===== src/rtl/pipeline_hazard_ctrl_if.sv =====
// Hazard-control bus between the pipeline datapath and the hazard controller.
// The datapath side (master) reports memory readiness, branch resolution and
// register usage. The controller side (slave) returns stage enables, flushes
// and the fetch redirect.
interface pipeline_hazard_ctrl_if;
  // Datapath status
  logic        imem_busywait;
  logic        dmem_busywait;
  logic        branch_jump_signal;
  logic [31:0] branch_target;
  logic        ex_mem_read;
  logic [4:0]  ex_rd;
  logic [4:0]  id_rs1;
  logic [4:0]  id_rs2;

  // Stage control
  logic        pc_write_en;
  logic        if_id_hold;
  logic        if_id_flush;
  logic        id_ex_flush;
  logic        pipe_freeze;
  logic        redirect_valid;
  logic [31:0] redirect_pc;

  modport master (
    output imem_busywait, dmem_busywait, branch_jump_signal, branch_target,
           ex_mem_read, ex_rd, id_rs1, id_rs2,
    input  pc_write_en, if_id_hold, if_id_flush, id_ex_flush, pipe_freeze,
           redirect_valid, redirect_pc
  );

  modport slave (
    input  imem_busywait, dmem_busywait, branch_jump_signal, branch_target,
           ex_mem_read, ex_rd, id_rs1, id_rs2,
    output pc_write_en, if_id_hold, if_id_flush, id_ex_flush, pipe_freeze,
           redirect_valid, redirect_pc
  );
endinterface


===== src/rtl/pipeline_hazard_ctrl.sv =====
// Pipeline hazard controller for a 5-stage in-order core.
// Resolves, in priority order: data-memory wait (whole pipe frozen), fetch
// redirect (live branch or one remembered across a freeze / imem wait),
// load-use interlock, and instruction-memory wait (bubble into IF/ID).
// All stage controls are combinational from state and inputs.
//
// Optional build macro HAZARD_PERF_CNT_EN adds the saturating performance
// counters stall_cycles (cycles with pc_write_en=0) and flush_count
// (redirect cycles). Without the macro these ports do not exist.
module pipeline_hazard_ctrl (
  input  logic                   clk,
  input  logic                   reset,
  pipeline_hazard_ctrl_if.slave  bus
`ifdef HAZARD_PERF_CNT_EN
  ,
  output logic [31:0]            stall_cycles,
  output logic [15:0]            flush_count
`endif
);

  localparam logic [1:0] RUN        = 2'd0;
  localparam logic [1:0] LU_STALL   = 2'd1;
  localparam logic [1:0] MEM_WAIT   = 2'd2;
  localparam logic [1:0] REDIR_PEND = 2'd3;

  logic [1:0]  state_q, state_d;
  logic        pend_q, pend_d;
  logic [31:0] pend_tgt_q, pend_tgt_d;

  logic        load_use_hit;
  logic        pend_redir;
  logic        redir_any;
  logic [31:0] redir_tgt;

  logic        pc_write_en_c;
  logic        if_id_hold_c;
  logic        if_id_flush_c;
  logic        id_ex_flush_c;
  logic        pipe_freeze_c;
  logic        redirect_valid_c;
  logic [31:0] redirect_pc_c;

  // Hazard detection terms shared by output and next-state logic
  always_comb begin
    load_use_hit = bus.ex_mem_read && (bus.ex_rd != 5'd0) &&
                   ((bus.ex_rd == bus.id_rs1) || (bus.ex_rd == bus.id_rs2));
    // A remembered redirect is owed after a freeze that caught a branch, or
    // while fetch has not yet accepted an earlier redirect.
    pend_redir   = (state_q == REDIR_PEND) || ((state_q == MEM_WAIT) && pend_q);
    redir_any    = pend_redir || bus.branch_jump_signal;
    // The remembered branch is older than anything now in EX, so it wins.
    redir_tgt    = pend_redir ? pend_tgt_q : bus.branch_target;
  end

  // Stage control outputs by priority: reset, dmem freeze, redirect, load-use, imem bubble
  always_comb begin
    pc_write_en_c    = 1'b1;
    if_id_hold_c     = 1'b0;
    if_id_flush_c    = 1'b0;
    id_ex_flush_c    = 1'b0;
    pipe_freeze_c    = 1'b0;
    redirect_valid_c = 1'b0;
    redirect_pc_c    = 32'd0;
    if (!reset) begin
      pc_write_en_c  = 1'b0;
      if_id_flush_c  = 1'b1;
      id_ex_flush_c  = 1'b1;
    end else if (bus.dmem_busywait) begin
      pc_write_en_c  = 1'b0;
      if_id_hold_c   = 1'b1;
      pipe_freeze_c  = 1'b1;
    end else if (redir_any) begin
      redirect_valid_c = 1'b1;
      redirect_pc_c    = redir_tgt;
      if_id_flush_c    = 1'b1;
      id_ex_flush_c    = 1'b1;
    end else if ((state_q == RUN) && load_use_hit) begin
      pc_write_en_c  = 1'b0;
      if_id_hold_c   = 1'b1;
      id_ex_flush_c  = 1'b1;
    end else if (bus.imem_busywait) begin
      pc_write_en_c  = 1'b0;
      if_id_flush_c  = 1'b1;
    end
  end

  assign bus.pc_write_en    = pc_write_en_c;
  assign bus.if_id_hold     = if_id_hold_c;
  assign bus.if_id_flush    = if_id_flush_c;
  assign bus.id_ex_flush    = id_ex_flush_c;
  assign bus.pipe_freeze    = pipe_freeze_c;
  assign bus.redirect_valid = redirect_valid_c;
  assign bus.redirect_pc    = redirect_pc_c;

  // Next state and pending-redirect bookkeeping
  always_comb begin
    state_d    = RUN;
    pend_d     = pend_q;
    pend_tgt_d = pend_tgt_q;
    if (bus.dmem_busywait) begin
      state_d = MEM_WAIT;
      // A later pulse during the same freeze replaces the earlier target.
      if (bus.branch_jump_signal) begin
        pend_d     = 1'b1;
        pend_tgt_d = bus.branch_target;
      end
    end else if (redir_any) begin
      if (bus.imem_busywait) begin
        // Fetch cannot take the new PC yet; keep offering it.
        state_d    = REDIR_PEND;
        pend_d     = 1'b1;
        pend_tgt_d = redir_tgt;
      end else begin
        state_d    = RUN;
        pend_d     = 1'b0;
        pend_tgt_d = 32'd0;
      end
    end else if ((state_q == RUN) && load_use_hit) begin
      state_d = LU_STALL;
    end else begin
      state_d = RUN;
    end
  end

  // Controller state registers; reset discards any owed redirect
  always_ff @(posedge clk or negedge reset) begin
    if (!reset) begin
      state_q    <= RUN;
      pend_q     <= 1'b0;
      pend_tgt_q <= 32'd0;
    end else begin
      state_q    <= state_d;
      pend_q     <= pend_d;
      pend_tgt_q <= pend_tgt_d;
    end
  end

`ifdef HAZARD_PERF_CNT_EN
  logic [31:0] stall_cycles_q, stall_cycles_d;
  logic [15:0] flush_count_q, flush_count_d;

  function automatic logic [31:0] sat_inc32(input logic [31:0] v);
    return (v == 32'hFFFF_FFFF) ? v : v + 32'd1;
  endfunction

  function automatic logic [15:0] sat_inc16(input logic [15:0] v);
    return (v == 16'hFFFF) ? v : v + 16'd1;
  endfunction

  // Counter increments: stalled-PC cycles and redirect cycles
  always_comb begin
    stall_cycles_d = stall_cycles_q;
    flush_count_d  = flush_count_q;
    if (!pc_write_en_c) stall_cycles_d = sat_inc32(stall_cycles_q);
    if (redirect_valid_c) flush_count_d = sat_inc16(flush_count_q);
  end

  // Counter registers, cleared while in reset
  always_ff @(posedge clk or negedge reset) begin
    if (!reset) begin
      stall_cycles_q <= 32'd0;
      flush_count_q  <= 16'd0;
    end else begin
      stall_cycles_q <= stall_cycles_d;
      flush_count_q  <= flush_count_d;
    end
  end

  assign stall_cycles = stall_cycles_q;
  assign flush_count  = flush_count_q;
`endif

endmodule


===== src/flat_wrapper.sv =====
// flat-port wrapper written by rule: the top's interface ports become plain ports
module pipeline_hazard_ctrl_flat 
  (clk, reset, bus_imem_busywait, bus_dmem_busywait, bus_branch_jump_signal, bus_branch_target, bus_ex_mem_read, bus_ex_rd, bus_id_rs1, bus_id_rs2, bus_pc_write_en, bus_if_id_hold, bus_if_id_flush, bus_id_ex_flush, bus_pipe_freeze, bus_redirect_valid, bus_redirect_pc);
  pipeline_hazard_ctrl_if bus_i ();
  input  logic clk;
  input  logic reset;
  input wire logic [$bits(bus_i.imem_busywait)-1:0] bus_imem_busywait;
  input wire logic [$bits(bus_i.dmem_busywait)-1:0] bus_dmem_busywait;
  input wire logic [$bits(bus_i.branch_jump_signal)-1:0] bus_branch_jump_signal;
  input wire logic [$bits(bus_i.branch_target)-1:0] bus_branch_target;
  input wire logic [$bits(bus_i.ex_mem_read)-1:0] bus_ex_mem_read;
  input wire logic [$bits(bus_i.ex_rd)-1:0] bus_ex_rd;
  input wire logic [$bits(bus_i.id_rs1)-1:0] bus_id_rs1;
  input wire logic [$bits(bus_i.id_rs2)-1:0] bus_id_rs2;
  output wire logic [$bits(bus_i.pc_write_en)-1:0] bus_pc_write_en;
  output wire logic [$bits(bus_i.if_id_hold)-1:0] bus_if_id_hold;
  output wire logic [$bits(bus_i.if_id_flush)-1:0] bus_if_id_flush;
  output wire logic [$bits(bus_i.id_ex_flush)-1:0] bus_id_ex_flush;
  output wire logic [$bits(bus_i.pipe_freeze)-1:0] bus_pipe_freeze;
  output wire logic [$bits(bus_i.redirect_valid)-1:0] bus_redirect_valid;
  output wire logic [$bits(bus_i.redirect_pc)-1:0] bus_redirect_pc;
  assign bus_i.imem_busywait = bus_imem_busywait;
  assign bus_i.dmem_busywait = bus_dmem_busywait;
  assign bus_i.branch_jump_signal = bus_branch_jump_signal;
  assign bus_i.branch_target = bus_branch_target;
  assign bus_i.ex_mem_read = bus_ex_mem_read;
  assign bus_i.ex_rd = bus_ex_rd;
  assign bus_i.id_rs1 = bus_id_rs1;
  assign bus_i.id_rs2 = bus_id_rs2;
  assign bus_pc_write_en = bus_i.pc_write_en;
  assign bus_if_id_hold = bus_i.if_id_hold;
  assign bus_if_id_flush = bus_i.if_id_flush;
  assign bus_id_ex_flush = bus_i.id_ex_flush;
  assign bus_pipe_freeze = bus_i.pipe_freeze;
  assign bus_redirect_valid = bus_i.redirect_valid;
  assign bus_redirect_pc = bus_i.redirect_pc;
  pipeline_hazard_ctrl u_core (.clk(clk), .reset(reset), .bus(bus_i));
endmodule

===== config.mk =====
export PLATFORM = sky130hd
export DESIGN_NAME = pipeline_hazard_ctrl_flat
export DESIGN_NICKNAME = d
export VERILOG_FILES = /design/src/rtl/pipeline_hazard_ctrl_if.sv /design/src/rtl/pipeline_hazard_ctrl.sv /design/src/flat_wrapper.sv
export SDC_FILE = /design/constraint.sdc
export NUM_CORES = 1
export LEC_CHECK = 0
export BUFFER_PORTS_ARGS = -buffer_cell sky130_fd_sc_hd__buf_2
export CAP_MARGIN = 20
export CORE_MARGIN = 10
export CORE_UTILIZATION = 47
export CTS_CLUSTER_DIAMETER = 150
export DETAILED_ROUTE_END_ITERATION = 8
export GPL_TIMING_DRIVEN = 0
export HOLD_SLACK_MARGIN = 0.1
export PLACE_DENSITY = 0.87
export SLEW_MARGIN = 20
export SYNTH_ARGS = -nofsm -noshare
export SYNTH_HDL_FRONTEND = slang
export SYNTH_SLANG_ARGS = --single-unit

===== constraint.sdc =====
create_clock -name clk -period 2.2 [get_ports clk]
set_input_delay 0.44 -clock clk [delete_from_list [all_inputs] [get_ports clk]]
set_output_delay 0.44 -clock clk [all_outputs]
set_load 0.02 [all_outputs]

## Word-level counts from Yosys, hierarchy flattened

Cells that the tools add are included.

- Bits in registers: 35
- Input bits: 53
- Output and inout port bits: 38
- Logic and storage cells: 56

- Eq/ne operators: 5
- Multiplexer cells: 37
- Reductions and logical operators: 11

Operators with widths:

| operator | number |
|---|---|
| $mux W32 | 8 |
| $mux W1 | 26 |
| $eq A5 B5 Y1 | 2 |
| $mux W2 | 3 |
| $reduce_bool A5 Y1 | 1 |
| $eq A2 B2 Y1 const B | 2 |
| $logic_and A1 B1 Y1 | 4 |
| $logic_or A1 B1 Y1 | 3 |
| $logic_not A2 Y1 | 1 |
| $ne A2 B1 Y1 const B | 1 |
| $reduce_and A2 Y1 | 1 |
| $reduce_bool A2 Y1 | 1 |

## Logic depth before layout (Yosys ltp)

- Depth after elaboration: 8
- Depth in mapped cells: 7
- Mapped depth without buffers: 5

## Worst setup path before layout

OpenSTA, ideal clock, no wires.

- Path kind: input to output
- From: input port bus_ex_rd[1]
- To: output port bus_pc_write_en
- Data arrival time: 1.555 ns
- Data required time: 1.760 ns
- Slack: 0.205 ns
- Cell stages on the path: 5
- Buffers on the path: 0
- Cell sequence: or4_1 o211ai_1 nor3_1 nand2_1 and4b_1

- Longest elaborated chain between the ends: 8
- Elaborated cells on any way between the ends: 11
- Those cells by class: 2 x eq/ne; 4 x mux; 5 x reduce/logical

Ends and longest elaborated chain:

| what | RTL line | RTL |
|---|---|---|
| start: declaration | flat_wrapper.sv:12 | `input wire logic [$bits(bus_i.ex_rd)-1:0] bus_ex_rd;` |
| $eq A5 B5 Y1 / $reduce_bool A5 Y1 (equally long branches) | pipeline_hazard_ctrl.sv:46, pipeline_hazard_ctrl.sv:45 |  |
| $logic_or A1 B1 Y1 / $logic_and A1 B1 Y1 (equally long branches) | pipeline_hazard_ctrl.sv:46, pipeline_hazard_ctrl.sv:45 |  |
| $logic_and A1 B1 Y1 * | pipeline_hazard_ctrl.sv:45 | `load_use_hit = bus.ex_mem_read && (bus.ex_rd != 5'd0) &&` |
| $logic_and A1 B1 Y1 * | pipeline_hazard_ctrl.sv:77 | `end else if ((state_q == RUN) && load_use_hit) begin` |
| $mux W1 * | pipeline_hazard_ctrl.sv:77 |  |
| $mux W1 * | pipeline_hazard_ctrl.sv:72 | `end else if (redir_any) begin` |
| $mux W1 * | pipeline_hazard_ctrl.sv:68 | `end else if (bus.dmem_busywait) begin` |
| $mux W1 * | pipeline_hazard_ctrl.sv:64 | `if (!reset) begin` |
| end: declaration | flat_wrapper.sv:15 | `output wire logic [$bits(bus_i.pc_write_en)-1:0] bus_pc_write_en;` |

Mark *: on every way between the ends. The rest lies on a longest branch, timed or not.

## Worst setup path after layout

- From: register u_core.state_q[0]
- To: output port bus_redirect_pc[10]

- Longest elaborated chain between the ends: 7
- Elaborated cells on any way between the ends: 9
- Those cells by class: 2 x eq/ne; 4 x mux; 3 x reduce/logical

Ends and longest elaborated chain:

| what | RTL line | RTL |
|---|---|---|
| start: declaration | pipeline_hazard_ctrl.sv:26 | `logic [1:0] state_q, state_d;` |
| start signal: assignment | pipeline_hazard_ctrl.sv:132 | `state_q <= state_d;` |
| $eq A2 B2 Y1 | pipeline_hazard_ctrl.sv:49 | `pend_redir = (state_q == REDIR_PEND) \|\| ((state_q == MEM_WAIT) && pend_q);` |
| $logic_and A1 B1 Y1 | pipeline_hazard_ctrl.sv:49 |  |
| $logic_or A1 B1 Y1 * | pipeline_hazard_ctrl.sv:49 |  |
| $mux W32 / $logic_or A1 B1 Y1 (equally long branches) | pipeline_hazard_ctrl.sv:52, pipeline_hazard_ctrl.sv:50 |  |
| $mux W32 * | pipeline_hazard_ctrl.sv:72 |  |
| $mux W32 * | pipeline_hazard_ctrl.sv:68 |  |
| $mux W32 * | pipeline_hazard_ctrl.sv:64 |  |
| end: declaration | flat_wrapper.sv:21 | `output wire logic [$bits(bus_i.redirect_pc)-1:0] bus_redirect_pc;` |

Marks and branches as above.

==> reports/metrics.yaml <==
run_status:
  run_status: "complete, but fails checks"
  failed_checks: "negative setup slack"
yosys:
  synth_warnings: 0
  synth.mux.area_fraction: 0
  synth.cell_area_um2: 2060
  area_share_of_fa_ha_maj_cells_after_synthesis: 0
  synth_xor_xnor_area_share: 0.0426
  synth_edf_count: 0
  postSynthAreaPerCell_um2: 9.11
  combinational_family_with_the_most_area_after_synthesis: "compound AO/OA/AOI/OAI gates"
  synth_fp_nets: 279
  synth-simple-area-share: 0.170
  netlist-cell-type-count: 31
  synth_seq_area_share: 0.426
  ys_seq_elements: 35
  synth_top_flop_cell: "dfrtp_1"
  synth_compound_area_frac: 0.305
  postSynth.asyncResetShare: 1.00
  synthCells: 226
floorplan:
  dieHeight_um: 86.2
  die_x_um: 86.2
  placement_rows: 24
  core_area_um2: 4290
  die_area_um2: 7430
  pin_count: 91
  start_util: 0.479
clocking:
  cts-root-to-sink-buffers: 2
  cts_hold_repair.buffers: 0
  cts_max_level: 2
  cts_tree: "done"
  ctsRootBufferMaster: "clkbuf_8"
  clock_latency_ps: 280
  clkSlewWorstSetupHoldPaths_ps: 70
  cts_inserted_buffers: 5
  clock-sinks: 35
timing:
  worst_clock_skew_ps: 3.30
  normalized_max_slew_margin: 0.751
  grt_setup_unrepaired: "yes"
  final.hold.worst_slack_ps: 45.0
  final_period_minus_worst_setup_slack_ps: 2370
  clock.fmax_ghz: 0.422
  final.setup.tns_ps: -4930
  min_period_over_period: 1.08
  maxSlewViolCount: 0
  hold_viol: 0
  finalWorstSetupSlack_ps: -172
  worst_margin_slew_ps: 373
  report.final.setup_viol: 36
global_route:
  grt_max_degree: 41
  grt_overflow: 0
  track_usage: 0.179
  grt_first_pass_wirelength_um: 11100
  grt_pass1_vias: 2347
  grt_antenna_before_repair: 0
finish:
  fin_cells: 389
  antenna-diode-count: 0
  fin_area_um2: 3300
  fin_nets: 390
  syn_to_final_growth_pct: 60.4
  final_layout_size_suffix_gt1_frac: 0.507
  post-route-util: 0.769
power:
  power.switching_mw: 0.629
  sequential_fraction_of_design_power: 0.398
  total_power_mw: 1.89
  comb_power_share: 0.354
  leakage_nw: 1.52
  power_per_cell_area_nw_per_um2: 572
  internal_power_summed_over_all_cells_mw: 1.26
  share_clk_of_total_power: 0.249
  vdd.ir_drop.worst_mv: 0.408
  netSwitchingFraction: 0.333
routing:
  drc: 0
  detail_route.first_pass.iterations: 4
  drtAntennaViolNets: 0
  num_vias: 2152
  drt_iter0_markers: 80
  detail_route.wirelength_um: 6960
  post_drt_wl_per_cell_um: 17.9
  viasPerCell: 5.53
setup_path:
  cp_startpoint_kind: "flip-flop"
  cell_breakdown_of_the_critical_path: "o21a_1 -> buf_6 -> nor2_4 -> or3b_4 -> buf_12 -> buf_12 -> a21oi_4 -> buf_6"
  criticalPathCategory: "flip-flop to output port"
  largest_stage_delay_on_the_critical_path_ps: 380
  required_time_at_the_worst_slack_endpoint_ps: 1760
  critPathSlowestCell: "or3b_4"
  critPathArrivalTime_ps: 1930
  path_max_fanout: 8
  worst_setup_path_end_kind: "output port"
job:
  maxCapViolCount: 0
placed_design:
  globalplace.congestion: 0.766
  post_dp_cell_area_um2: 2570
  placedCellCount: 368
  dpl.hpwl_um: 4440
  count_of_input_and_output_buffers: 90
  pre_cts_slack_ps: -442
min_path:
  min_delay_worst_type: "primary input to async pin"
synthesized netlist by cell type, types with 2 or more instances:
master | number | share of area
dfrtp_1 | 35 | 0.43
o21ai_1 | 3 | 0.0073
nor2_1 | 2 | 0.0036
nand2_1 | 72 | 0.13
a21oi_2 | 29 | 0.12
nand3_1 | 2 | 0.0049
buf_4 | 4 | 0.015
a21oi_1 | 5 | 0.012
a22o_1 | 32 | 0.14
nand2b_1 | 2 | 0.0061
xnor2_1 | 10 | 0.043
clkbuf_1 | 6 | 0.011
buf_2 | 4 | 0.0097
buf_6 | 3 | 0.016
worst paths after layout:
path | from | endpoint | slack, ps | cells after the start
max | u_core.state_q[0] | bus_redirect_pc[10] | -170 | 8
min | reset | u_core.pend_tgt_q[6] | 40 | 1
max reg2reg | u_core.state_q[0] | u_core.pend_tgt_q[21] | 410 | 7
min reg2reg | u_core.pend_tgt_q[13] | u_core.pend_tgt_q[13] | 510 | 1
max in group asynchronous | reset | u_core.pend_tgt_q[12] | 1890 | 1
min in group clk | bus_branch_target[25] | u_core.pend_tgt_q[25] | 380 | 2
placed cells by master, fill, tap and decap left out, types with 2 or more instances in the layout:
cell	synthesis	final
nand2_1	72	71
buf_2	4	54
dfrtp_1	35	35
a22o_1	32	32
buf_6	3	31
buf_4	4	23
a21oi_4	0	19
a21oi_2	29	13
xnor2_1	10	10
clkbuf_8	0	6
clkbuf_2	0	4
buf_12	0	4
o21ai_2	0	3
nand3_1	2	2
nor2_1	2	2
a21oi_1	5	2
buf_16	0	2
critical path, delay by kind of cell (launching register included):
kind,cells,cell delay (ps)
DFF,1,370
AOI/OAI and AO/OA,2,290
and+or+nand+nor,2,410
buffers and inverters,4,570
metal layers:
layer	global-route usage	wire, µm
met1	0.205	2790
met2	0.297	3480
met3	0.0844	645
met4	0.0427	45
met5	0	0
power groups by stage:
stage / combinational [mW] / clock, mW / sequential (mW)
final: 0.668 / 0.470 / 0.752
after global routing: 0.727 / 0.509 / 0.759
after CTS: 0.605 / 0.473 / 0.749
after detailed placement: 0.494 / 0 / 0.760
after global placement: 0.481 / 0 / 0.758
after floorplan: 0.324 / 0 / 0.751
cells by family (layout without fill, tap and decap cells):
kind of cell / count (synthesis) / count (layout)
AO/OA/AOI/OAI: 76 / 76
buffers and inverters: 20 / 131
AND/OR/NAND/NOR: 85 / 85
flip-flops: 35 / 35
XOR/XNOR: 10 / 10
area by class of cell:
cell class	count	area, µm²
Clock inverter	1	5.00
Fill cell	300	992
Clock buffer	6	82.6
Multi-Input combinational cell	171	1260
Tap cell	52	65.1
Inverter	2	12.5
Buffer	18	165
Sequential cell	35	876
Timing Repair Buffer	104	833
state kept, by name, indices dropped and copies added (netlist names):
register	count
u_core.state_q	2
u_core.pend_q	1
u_core.pend_tgt_q	32
repair_timing:
action,CTS,global route
cloned,2,1
buffers inserted,10,1
hold endpoints to repair,0,35
gates resized for setup,86,43
endpoints found under the setup margin,36,37
pin swaps,7,6
(Power assumes the default switching activity.)
